### src/rtl/icache_refill_arb.sv
`default_nettype none
// ============================================================================
// Module      : icache_refill_arb
// Description : Arbitrates I$ miss / prefetch refills onto one read channel
//               and routes return beats back by rd_id_i[0].
//               Define ICACHE_REFILL_ARB_RR_EN for round-robin arbitration.
// Revision    : 1.0 - initial release
// ============================================================================
module icache_refill_arb #(
    parameter int unsigned AddrWidth = 64,
    parameter int unsigned IdWidth   = 4,
    parameter int unsigned BlenWidth = 2,
    parameter int unsigned DataWidth = 64,
    parameter int unsigned IdBase    = 0
) (
    input  logic                          clk_i,
    input  logic                          rst_ni,
    input  logic [1:0]                    req_i,
    output logic [1:0]                    gnt_o,
    input  logic [1:0][AddrWidth-1:0]     addr_i,
    input  logic [1:0][BlenWidth-1:0]     blen_i,
    output logic                          rd_req_o,
    input  logic                          rd_gnt_i,
    output logic [AddrWidth-1:0]          rd_addr_o,
    output logic [BlenWidth-1:0]          rd_blen_o,
    output logic [IdWidth-1:0]            rd_id_o,
    input  logic                          rd_valid_i,
    input  logic                          rd_last_i,
    input  logic [DataWidth-1:0]          rd_data_i,
    input  logic [IdWidth-1:0]            rd_id_i,
    output logic [1:0]                    valid_o,
    output logic [1:0]                    last_o,
    output logic [DataWidth-1:0]          data_o,
    output logic [1:0]                    busy_o,
    output logic                          err_o
);

    localparam logic [IdWidth-2:0] c_id_base = IdBase[IdWidth-2:0];

    typedef enum logic [0:0] {
        ST_IDLE = 1'b0,
        ST_HOLD = 1'b1
    } state_e;

    state_e                       r_state;
    state_e                       w_state_nxt;
    logic [AddrWidth-1:0]         r_hold_addr;
    logic [BlenWidth-1:0]         r_hold_blen;
    logic                         r_hold_idx;
    logic [1:0]                   r_busy;
    logic [1:0][BlenWidth-1:0]    r_cnt;
    logic [1:0][BlenWidth-1:0]    r_blen;
    logic                         r_err;
    logic [1:0]                   w_elig;
    logic                         w_pick;
    logic                         w_sel;
    logic                         w_accept;
    logic [1:0]                   w_bad;
    logic                         w_unused_id;

    assign w_elig = req_i & ~r_busy;

`ifdef ICACHE_REFILL_ARB_RR_EN
    logic r_ptr;

    assign w_pick = (&w_elig) ? r_ptr : ~w_elig[0];

    always_ff @(posedge clk_i or negedge rst_ni) begin
        if (!rst_ni) begin
            r_ptr <= 1'b0;
        end else if (w_accept) begin
            r_ptr <= ~w_sel;
        end
    end
`else
    assign w_pick = ~w_elig[0];
`endif

    // rd_req_o is combinational in IDLE, so it is also qualified by reset
    always_comb begin
        w_state_nxt = r_state;
        rd_req_o    = 1'b0;
        rd_addr_o   = '0;
        rd_blen_o   = '0;
        w_sel       = 1'b0;
        w_accept    = 1'b0;
        case (r_state)
            ST_IDLE: begin
                if ((|w_elig) && rst_ni) begin
                    rd_req_o  = 1'b1;
                    w_sel     = w_pick;
                    rd_addr_o = addr_i[w_pick];
                    rd_blen_o = blen_i[w_pick];
                    if (rd_gnt_i) begin
                        w_accept = 1'b1;
                    end else begin
                        w_state_nxt = ST_HOLD;
                    end
                end
            end
            ST_HOLD: begin
                rd_req_o  = 1'b1;
                w_sel     = r_hold_idx;
                rd_addr_o = r_hold_addr;
                rd_blen_o = r_hold_blen;
                if (rd_gnt_i) begin
                    w_accept    = 1'b1;
                    w_state_nxt = ST_IDLE;
                end
            end
            default: w_state_nxt = ST_IDLE;
        endcase
        rd_id_o = rd_req_o ? {c_id_base, w_sel} : '0;
    end

    always_ff @(posedge clk_i or negedge rst_ni) begin
        if (!rst_ni) begin
            r_state     <= ST_IDLE;
            r_hold_addr <= '0;
            r_hold_blen <= '0;
            r_hold_idx  <= 1'b0;
        end else begin
            r_state <= w_state_nxt;
            if (r_state == ST_IDLE) begin
                r_hold_addr <= rd_addr_o;
                r_hold_blen <= rd_blen_o;
                r_hold_idx  <= w_sel;
            end
        end
    end

    assign gnt_o   = {w_accept & w_sel, w_accept & ~w_sel};
    assign valid_o = {rd_valid_i & rd_id_i[0], rd_valid_i & ~rd_id_i[0]};
    assign last_o  = valid_o & {2{rd_last_i}};
    assign data_o  = rd_data_i;
    assign busy_o  = r_busy;
    assign err_o   = r_err;

    // Upper ID bits carry IdBase only; ownership lives in bit 0
    assign w_unused_id = ^rd_id_i[IdWidth-1:1];

    always_comb begin
        w_bad = '0;
        for (int k = 0; k < 2; k++) begin
            w_bad[k] = valid_o[k] & (~r_busy[k]
                     | ( rd_last_i & (r_cnt[k] != r_blen[k]))
                     | (~rd_last_i & (r_cnt[k] == r_blen[k])));
        end
    end

    // A grant overrides any same-cycle beat bookkeeping for that requester
    always_ff @(posedge clk_i or negedge rst_ni) begin
        if (!rst_ni) begin
            r_busy <= '0;
            r_cnt  <= '0;
            r_blen <= '0;
            r_err  <= 1'b0;
        end else begin
            r_err <= r_err | (|w_bad);
            for (int k = 0; k < 2; k++) begin
                if (valid_o[k]) begin
                    r_cnt[k] <= r_cnt[k] + 1'b1;
                end
                if (last_o[k]) begin
                    r_busy[k] <= 1'b0;
                end
                if (gnt_o[k]) begin
                    r_busy[k] <= 1'b1;
                    r_cnt[k]  <= '0;
                    r_blen[k] <= rd_blen_o;
                end
            end
        end
    end

endmodule
`default_nettype wire

### config.mk
export PLATFORM = sky130hd
export DESIGN_NAME = icache_refill_arb
export DESIGN_NICKNAME = d
export VERILOG_FILES = /design/src/rtl/icache_refill_arb.sv
export SDC_FILE = /design/constraint.sdc
export NUM_CORES = 1
export LEC_CHECK = 0
export ABC_CLOCK_PERIOD_IN_PS = 2100
export CAP_MARGIN = 30
export CORE_AREA = 4 4 136 138
export CTS_CLUSTER_SIZE = 12
export DETAILED_ROUTE_END_ITERATION = 6
export DIE_AREA = 0 0 140 142
export GPL_TIMING_DRIVEN = 0
export HOLD_SLACK_MARGIN = 0.1
export PLACE_DENSITY = 0.65
export SLEW_MARGIN = 25
export SYNTH_ARGS = -nofsm -noshare
export SYNTH_HDL_FRONTEND = slang
export SYNTH_SLANG_ARGS = --single-unit
### constraint.sdc
create_clock -name clk_i -period 2.1 [get_ports clk_i]
set_clock_uncertainty 0.2 [all_clocks]
set_input_delay 0.315 -clock clk_i [delete_from_list [all_inputs] [get_ports clk_i]]
set_output_delay 0.315 -clock clk_i [all_outputs]
set_load 0.01 [all_outputs]
==> results.py, run 1 <==
metrics = {
    "timing": {
        "holdWs_ns": 0.2793,
        "rsz0062_at_grt": "yes",
        "timing.final.hold_violations": 0,
        "period_needed_ns": 2.323,
        "max_clock_freq_ghz": 0.4305,
        "setup_violations": 67,
        "fin_crit_sh_pct": 110.6,
        "maxSlewViolCount": 0,
        "setup_slack_ns": -0.2229,
    },
    "pwr": {
        "cellPowerDensity_mw_per_mm2": 728.5,
        "ir_drop_mv": 0.3698,
        "finalPower_mw": 6.704,
        "leakage_nw": 4.178,
    },
    "logic_synthesis": {
        "synthCells": 493,
        "ys_seq_elements": 79,
        "synth_ff_type": "dfrtp_1",
        "synth_fa_ha_area_share_pct": 0,
        "netlist_area_sq_mm": 0.004574,
        "yosys_warnings": 0,
        "synth-xor-area-share_pct": 1.532,
        "yosys.area.top_type_share_pct": 43.22,
        "yosys.cell_types.count": 31,
        "synth_simple_gate_area_share_pct": 8.452,
        "syn_area_per_cell_sq_um": 9.279,
        "ys_seq_area_share_pct": 43.22,
        "async_flop_share_pct": 100.0,
        "synth_edf_count": 0,
        "synth_top_family_by_area": "compound AO/OA/AOI/OAI gates",
        "synth_compound_area_share_pct": 16.30,
        "synthTopCellsByArea": "dfrtp_1 43%, o21ai_0 15%, mux2i_1 14%",
        "muxShareOfSynthArea_pct": 15.59,
        "synth_top_cell_by_area": "dfrtp_1",
    },
    "min_path": {
        "hp-class": "reg2reg",
        "hold_depth": 2,
        "min_to": "r_hold_addr[34]$_DFFE_PN0N_",
        "min_from": "r_hold_addr[34]$_DFFE_PN0N_",
    },
    "routing": {
        "vias": 4761,
        "drtAntennaViolNets": 0,
        "drcViolationCount": 0,
        "drtIter0Drc": 98,
        "wirelength_microns": 17790,
        "wl_per_cell_microns": 16.91,
        "dr.pass1.iters": 4,
        "vias_per_cell": 4.526,
    },
    "clocking": {
        "clockBufferDepth": 2,
        "clk_pin_slew_worst_paths_ns": 0.06,
        "clk_latency_ns": 0.34,
        "cts-root-buf": "clkbuf_16",
        "numCtsBuffers": 9,
        "cts_tree": "done",
        "cts-htree-levels": 3,
        "cts.sinks": 79,
    },
    "floorplanning": {
        "start_util_pct": 26.63,
        "dieWidth_microns": 140,
        "die_area_sq_mm": 0.01988,
        "core_area_sq_mm": 0.01718,
        "placementRows": 48,
        "pin_count": 351,
        "die_h_microns": 142,
    },
    "critical_path": {
        "worst-setup-path-type": "reg2out",
        "cp_cell_sequence": "nand2b_4 -> buf_12 -> clkbuf_16 -> mux2i_4 -> o21ai_4 -> buf_6",
        "cp.arrival_ns": 1.81,
        "startpoint_type": "flop",
        "r2r_end": "r_blen[1]$_DFFE_PN0P_",
        "worst_path_max_delay_cell": "dfrtp_2",
        "reg2reg_depth": 9,
        "crit_family": "buffers and inverters",
        "rrSetupSlack_ns": 0.10,
        "crit_fanout": 9,
        "r2r-start": "busy_o[0]$_DFFE_PN0P_",
        "path_buf_inv": 3,
        "crit_required_ns": 1.58,
        "slowest_delay_ns": 0.43,
        "endpoint_kind": "primary output",
    },
    "finish": {
        "n_fill_cell": 1526,
        "layout_common_cells": "203 x clkdlybuf4s50_1, 82 x buf_4, 76 x dfrtp_1",
        "finish.net_count": 1029,
        "syn_to_final_growth_pct": 101.2,
        "final_common_cell": "clkdlybuf4s50_1",
        "final_core_util_pct": 53.58,
        "layout-drive-gt1-share_pct": 39.30,
        "n_antenna_cell": 0,
    },
    "grt": {
        "antenna_found_initial": 0,
        "grt_max_degree": 38,
        "grt_use_total_pct": 16.86,
        "grt_pass1_vias": 5014,
        "grt.overflow.total": 0,
        "grt_first_pass_wirelength_microns": 26620,
    },
    "outcome": {
        "violations": "negative setup slack",
        "status": "complete, but fails checks",
    },
    "placed_design": {
        "post-place-ws_ns": -1.333,
        "place_congestion": 0.7699,
        "io_buffer_count": 280,
        "detailed_place_hpwl_microns": 12750,
    },
    "job": {
        "drv_cap": 0,
    },
}
-- area by class of cell --
| cell class | instances | area (sq um) | share of cell area [%] |
|---|---|---|---|
| multi-input combinational | 314 | 2641 | 28.70 |
| timing repair buffer | 318 | 3092 | 33.60 |
| buffer | 97 | 897.1 | 9.748 |
| clock buffer | 10 | 239.0 | 2.597 |
| tap | 225 | 281.5 | 3.059 |
| clock inverter | 6 | 60.06 | 0.6526 |
| sequential | 79 | 1981 | 21.52 |
| inverter | 3 | 11.26 | 0.1224 |
-- metal layers --
metal / vias up / wire length, microns / part of all wire (%) / global-route usage, %
met5: - / 0 / 0 / 0
met4: 0 / 248 / 1.4 / 4.844
met3: 18 / 1266 / 7.1 / 4.301
met2: 211 / 9355 / 53 / 30.13
met1: 2224 / 6918 / 39 / 20.15
li1: 2308 / - / - / -
-- registers in the layout (all words and copies together), names as in the netlist --
register,count
busy_o,2
err_o,1
r_blen,4
r_cnt,4
r_hold_addr,64
r_hold_blen,2
r_hold_idx,1
r_state,1
-- repair_timing --
item,in CTS,in global routing
endpoints found under the setup margin,94,88
hold buffers,4,1
gates cloned,8,5
buffers inserted,18,2
pin swaps,14,11
endpoints found under the hold margin,79,21
gates resized for setup,532,94
-- through the flow --
step / TNS [ns] / instance area (sq um) / cells
after floorplan: 0 / 4582 / 495
after global placement: -701.79 / 7666 / 1000
after detailed placement: -105.93 / 7691 / 1001
after CTS: -14.01 / 8707 / 1045
after global routing: -16.54 / 9203 / 1052
final: -11.77 / 9203 / 1052
-- cell usage after synthesis, types with 2 or more instances --
library cell / instances
nor2b_1: 4
nor3b_1: 2
mux2_4: 2
xnor2_1: 2
and2_1: 3
nor2_1: 5
o21bai_1: 2
dfrtp_1: 79
a32o_1: 2
buf_6: 2
xor2_1: 6
nand2_1: 70
buf_2: 3
mux2i_1: 66
o21ai_1: 2
clkbuf_2: 2
inv_1: 3
o21ai_0: 133
buf_4: 73
nand2b_1: 2
mux2_2: 2
clkbuf_1: 19
-- cell families (layout without fill, tap and decap cells) --
| family | after synthesis | count (layout) |
|---|---|---|
| buffers and inverters | 102 | 434 |
| multiplexers | 70 | 70 |
| other | 1 | 3 |
| AND/OR/NAND/NOR | 90 | 90 |
| AO/OA/AOI/OAI | 143 | 143 |
| flip-flops | 79 | 79 |
| XOR/XNOR | 8 | 8 |
-- worst max path at each step --
stage | from | endpoint | slack, ns | cells after the start
detailed placement | rst_ni | rd_addr_o[24] | -1.33 | 8
finish | busy_o[0]$_DFFE_PN0P_ | rd_addr_o[58] | -0.22 | 6
global placement | rst_ni | rd_addr_o[58] | -4.09 | 7
floorplan | busy_o[0]$_DFFE_PN0P_ | rd_addr_o[0] | 0.14 | 6
global route | busy_o[0]$_DFFE_PN0P_ | rd_addr_o[32] | -0.28 | 7
CTS | busy_o[0]$_DFFE_PN0P_ | rd_addr_o[38] | -0.28 | 7
-- tightest hold or removal path, stage by stage (launching register included) --
cell	delay (ns)
dfrtp_1	0.32
nand2_1	0.06
o21ai_0	0.06
-- where the power goes --
part	leakage (nW)	switching [mW]	internal, mW	total (mW)
logic	2.99	1.41	1.79	3.20
clock network	0.144	0.616	0.946	1.56
registers	1.05	0.139	1.80	1.94
total	4.18	2.17	4.54	6.70
No activity file was read; power rests on OpenSTA's default activity.
==> run 2: changes to the inputs <==
==> config.mk (replaced) <==
export PLATFORM = sky130hd
export DESIGN_NAME = icache_refill_arb
export DESIGN_NICKNAME = d
export VERILOG_FILES = /design/src/rtl/icache_refill_arb.sv
export SDC_FILE = /design/constraint.sdc
export NUM_CORES = 1
export LEC_CHECK = 0
export ABC_CLOCK_PERIOD_IN_PS = 1900
export CAP_MARGIN = 30
export CORE_AREA = 4 4 134 136
export CTS_CLUSTER_SIZE = 12
export DETAILED_ROUTE_END_ITERATION = 6
export DIE_AREA = 0 0 138 140
export GPL_TIMING_DRIVEN = 0
export HOLD_SLACK_MARGIN = 0.1
export PLACE_DENSITY = 0.69
export SLEW_MARGIN = 25
export SYNTH_ARGS = -nofsm -noshare
export SYNTH_HDL_FRONTEND = slang
export SYNTH_SLANG_ARGS = --single-unit
==> constraint.sdc (replaced) <==
create_clock -name clk_i -period 1.9 [get_ports clk_i]
set_clock_uncertainty 0.2 [all_clocks]
set_input_delay 0.285 -clock clk_i [delete_from_list [all_inputs] [get_ports clk_i]]
set_output_delay 0.285 -clock clk_i [all_outputs]
set_load 0.01 [all_outputs]
==> run 2 against run 1 <==
The run still ends with negative setup slack left. Register-to-register slack got worse by 0.22 ns. Sequential share of layout area decreased by 0.16 points. Routed wire length increased by 2.6%. Via count increased by 0.90%. Setup slack got worse by 0.13 ns. Worst hold slack got worse by 0.021 ns. First-iteration DRC count increased by 110%.
==> results.py, run 2 (synthesis results as in run 1) <==
metrics = {
    "outcome": {
        "status": "complete, but fails checks",
        "violations": "negative setup slack",
    },
    "grt": {
        "antenna_found_initial": 0,
        "grt_use_total_pct": 17.70,
        "grt_first_pass_wirelength_microns": 27310,
        "grt_max_degree": 37,
        "grt.overflow.total": 0,
        "grt_pass1_vias": 5012,
    },
    "critical_path": {
        "startpoint_type": "flop",
        "cp.arrival_ns": 1.76,
        "crit_required_ns": 1.41,
        "crit_fanout": 10,
        "worst-setup-path-type": "reg2out",
        "endpoint_kind": "primary output",
    },
    "finish": {
        "reg.largest.list": "r_hold_addr: 64 flops, r_blen: 4 flops, r_cnt: 4 flops",
        "n_fill_cell": 1495,
        "layout-drive-gt1-share_pct": 41.88,
        "finish.net_count": 1033,
        "layout_common_cells": "201 x clkdlybuf4s50_1, 91 x buf_4, 78 x dfrtp_1",
        "final_cells": 1056,
        "top_register": "r_hold_addr",
        "syn_to_final_growth_pct": 102.4,
        "final_common_cell": "clkdlybuf4s50_1",
        "largest_reg_flops": 64,
        "n_antenna_cell": 0,
    },
    "floorplanning": {
        "core_area_sq_mm": 0.01694,
        "dieWidth_microns": 138,
        "die_h_microns": 140,
        "start_util_pct": 27.01,
        "die_area_sq_mm": 0.01932,
        "pin_count": 351,
        "placementRows": 48,
    },
    "placed_design": {
        "placed_cells": 1001,
        "io_buffer_count": 280,
        "detailed_place_hpwl_microns": 12870,
        "post-place-ws_ns": -1.522,
        "place_congestion": 0.7908,
    },
    "clocking": {
        "clk_pin_slew_worst_paths_ns": 0.06,
        "clockBufferDepth": 2,
        "clk_latency_ns": 0.33,
        "cts-root-buf": "clkbuf_16",
        "numCtsBuffers": 9,
        "cts_tree": "done",
        "cts-htree-levels": 3,
        "cts.sinks": 79,
    },
    "routing": {
        "wl_per_cell_microns": 17.29,
        "wirelength_microns": 18250,
        "drcViolationCount": 0,
        "drtAntennaViolNets": 0,
        "dr.pass1.iters": 4,
        "drtIter0Drc": 207,
        "vias_per_cell": 4.549,
        "vias": 4804,
    },
    "timing": {
        "tns_ns": -21.06,
        "period_needed_ns": 2.248,
        "max_clock_freq_ghz": 0.4448,
        "relSlewSlack_pct": 64.12,
        "maxSlewViolCount": 0,
        "tightestPinTransition_ns": 0.5383,
        "rsz0062_at_grt": "yes",
        "fin_crit_sh_pct": 118.3,
        "setup_violations": 72,
        "timing.final.hold_violations": 0,
        "setup_slack_ns": -0.3484,
    },
    "job": {
        "drv_cap": 0,
    },
    "pwr": {
        "cellPowerDensity_mw_per_mm2": 821.3,
        "ir_drop_mv": 0.5319,
        "leakage_nw": 4.246,
        "finalPower_mw": 7.606,
    },
    "min_path": {
        "hp-class": "in2reg",
    },
}
run 2: where the power goes:
group | switching (mW) | total (mW) | leakage, nW | internal (mW)
Combinational | 1.61 | 3.58 | 3.04 | 1.96
Clock | 0.707 | 1.89 | 0.156 | 1.19
Sequential | 0.143 | 2.13 | 1.05 | 1.99
run 2: area by class of cell:
class                   count  area (sq um)  share of cell area, %
inverters                   3         11.26                 0.1216
multi-input cells         314          2705                  29.21
flip-flops and latches     79          1978                  21.36
well taps                 225         281.5                  3.040
plain buffers              97         922.1                  9.958
clock buffers              11         242.7                  2.621
clock inverters             5         81.33                 0.8783
repair buffers            322          3038                  32.81
run 2: what timing repair did:
item / CTS / global route
endpoints found under the setup margin: 144 / 106
resized for setup: 482 / 89
cloned: 6 / 4
buffers inserted: 22 / 6
pin swaps: 16 / 13
hold endpoints to repair: 79 / 21
hold buffers: 3 / 1
run 2: worst paths after layout:
kind | startpoint | endpoint | slack [ns] | depth (start not counted)
hold reg to reg | r_hold_addr[47]$_DFFE_PN0N_ | r_hold_addr[47]$_DFFE_PN0N_ | 0.27 | 2
max in group asynchronous | rst_ni | busy_o[1]$_DFFE_PN0P_ | 0.65 | 4
setup reg to reg | busy_o[0]$_DFFE_PN0P_ | r_blen[2]$_DFFE_PN0P_ | -0.12 | 7
setup / recovery | busy_o[0]$_DFFE_PN0P_ | rd_addr_o[38] | -0.35 | 6
min in group asynchronous | rst_ni | r_hold_addr[35]$_DFFE_PN0N_ | 0.30 | 3
hold / removal | rst_ni | r_state$_DFF_PN0_ | 0.26 | 5
run 2: worst max-delay path: stages, from the launching register on:
cell	delay, ns
dfrtp_1	0.35
nand2b_4	0.20
buf_12	0.19
buf_12	0.19
mux2i_2	0.27
o21ai_2	0.07
buf_2	0.14
run 2: per-layer routing:
metal | part of all wire (%) | vias up | global-route usage (%)
met5 | 0 | - | 0
met4 | 1.7 | 0 | 5.460
met3 | 7.3 | 20 | 5.087
met2 | 52 | 213 | 31.40
met1 | 39 | 2265 | 20.75
li1 | - | 2306 | -
run 2: stage by stage:
stage               area (sq um)  utilization, %  hold WS, ns
floorplan                   4582               -      -0.2106
global placement            7666           45.26       0.2556
detailed placement          7691           45.41      0.08080
CTS                         8796           51.94       0.2329
global route                9260           54.68       0.2569
finish                      9260           54.68       0.2585
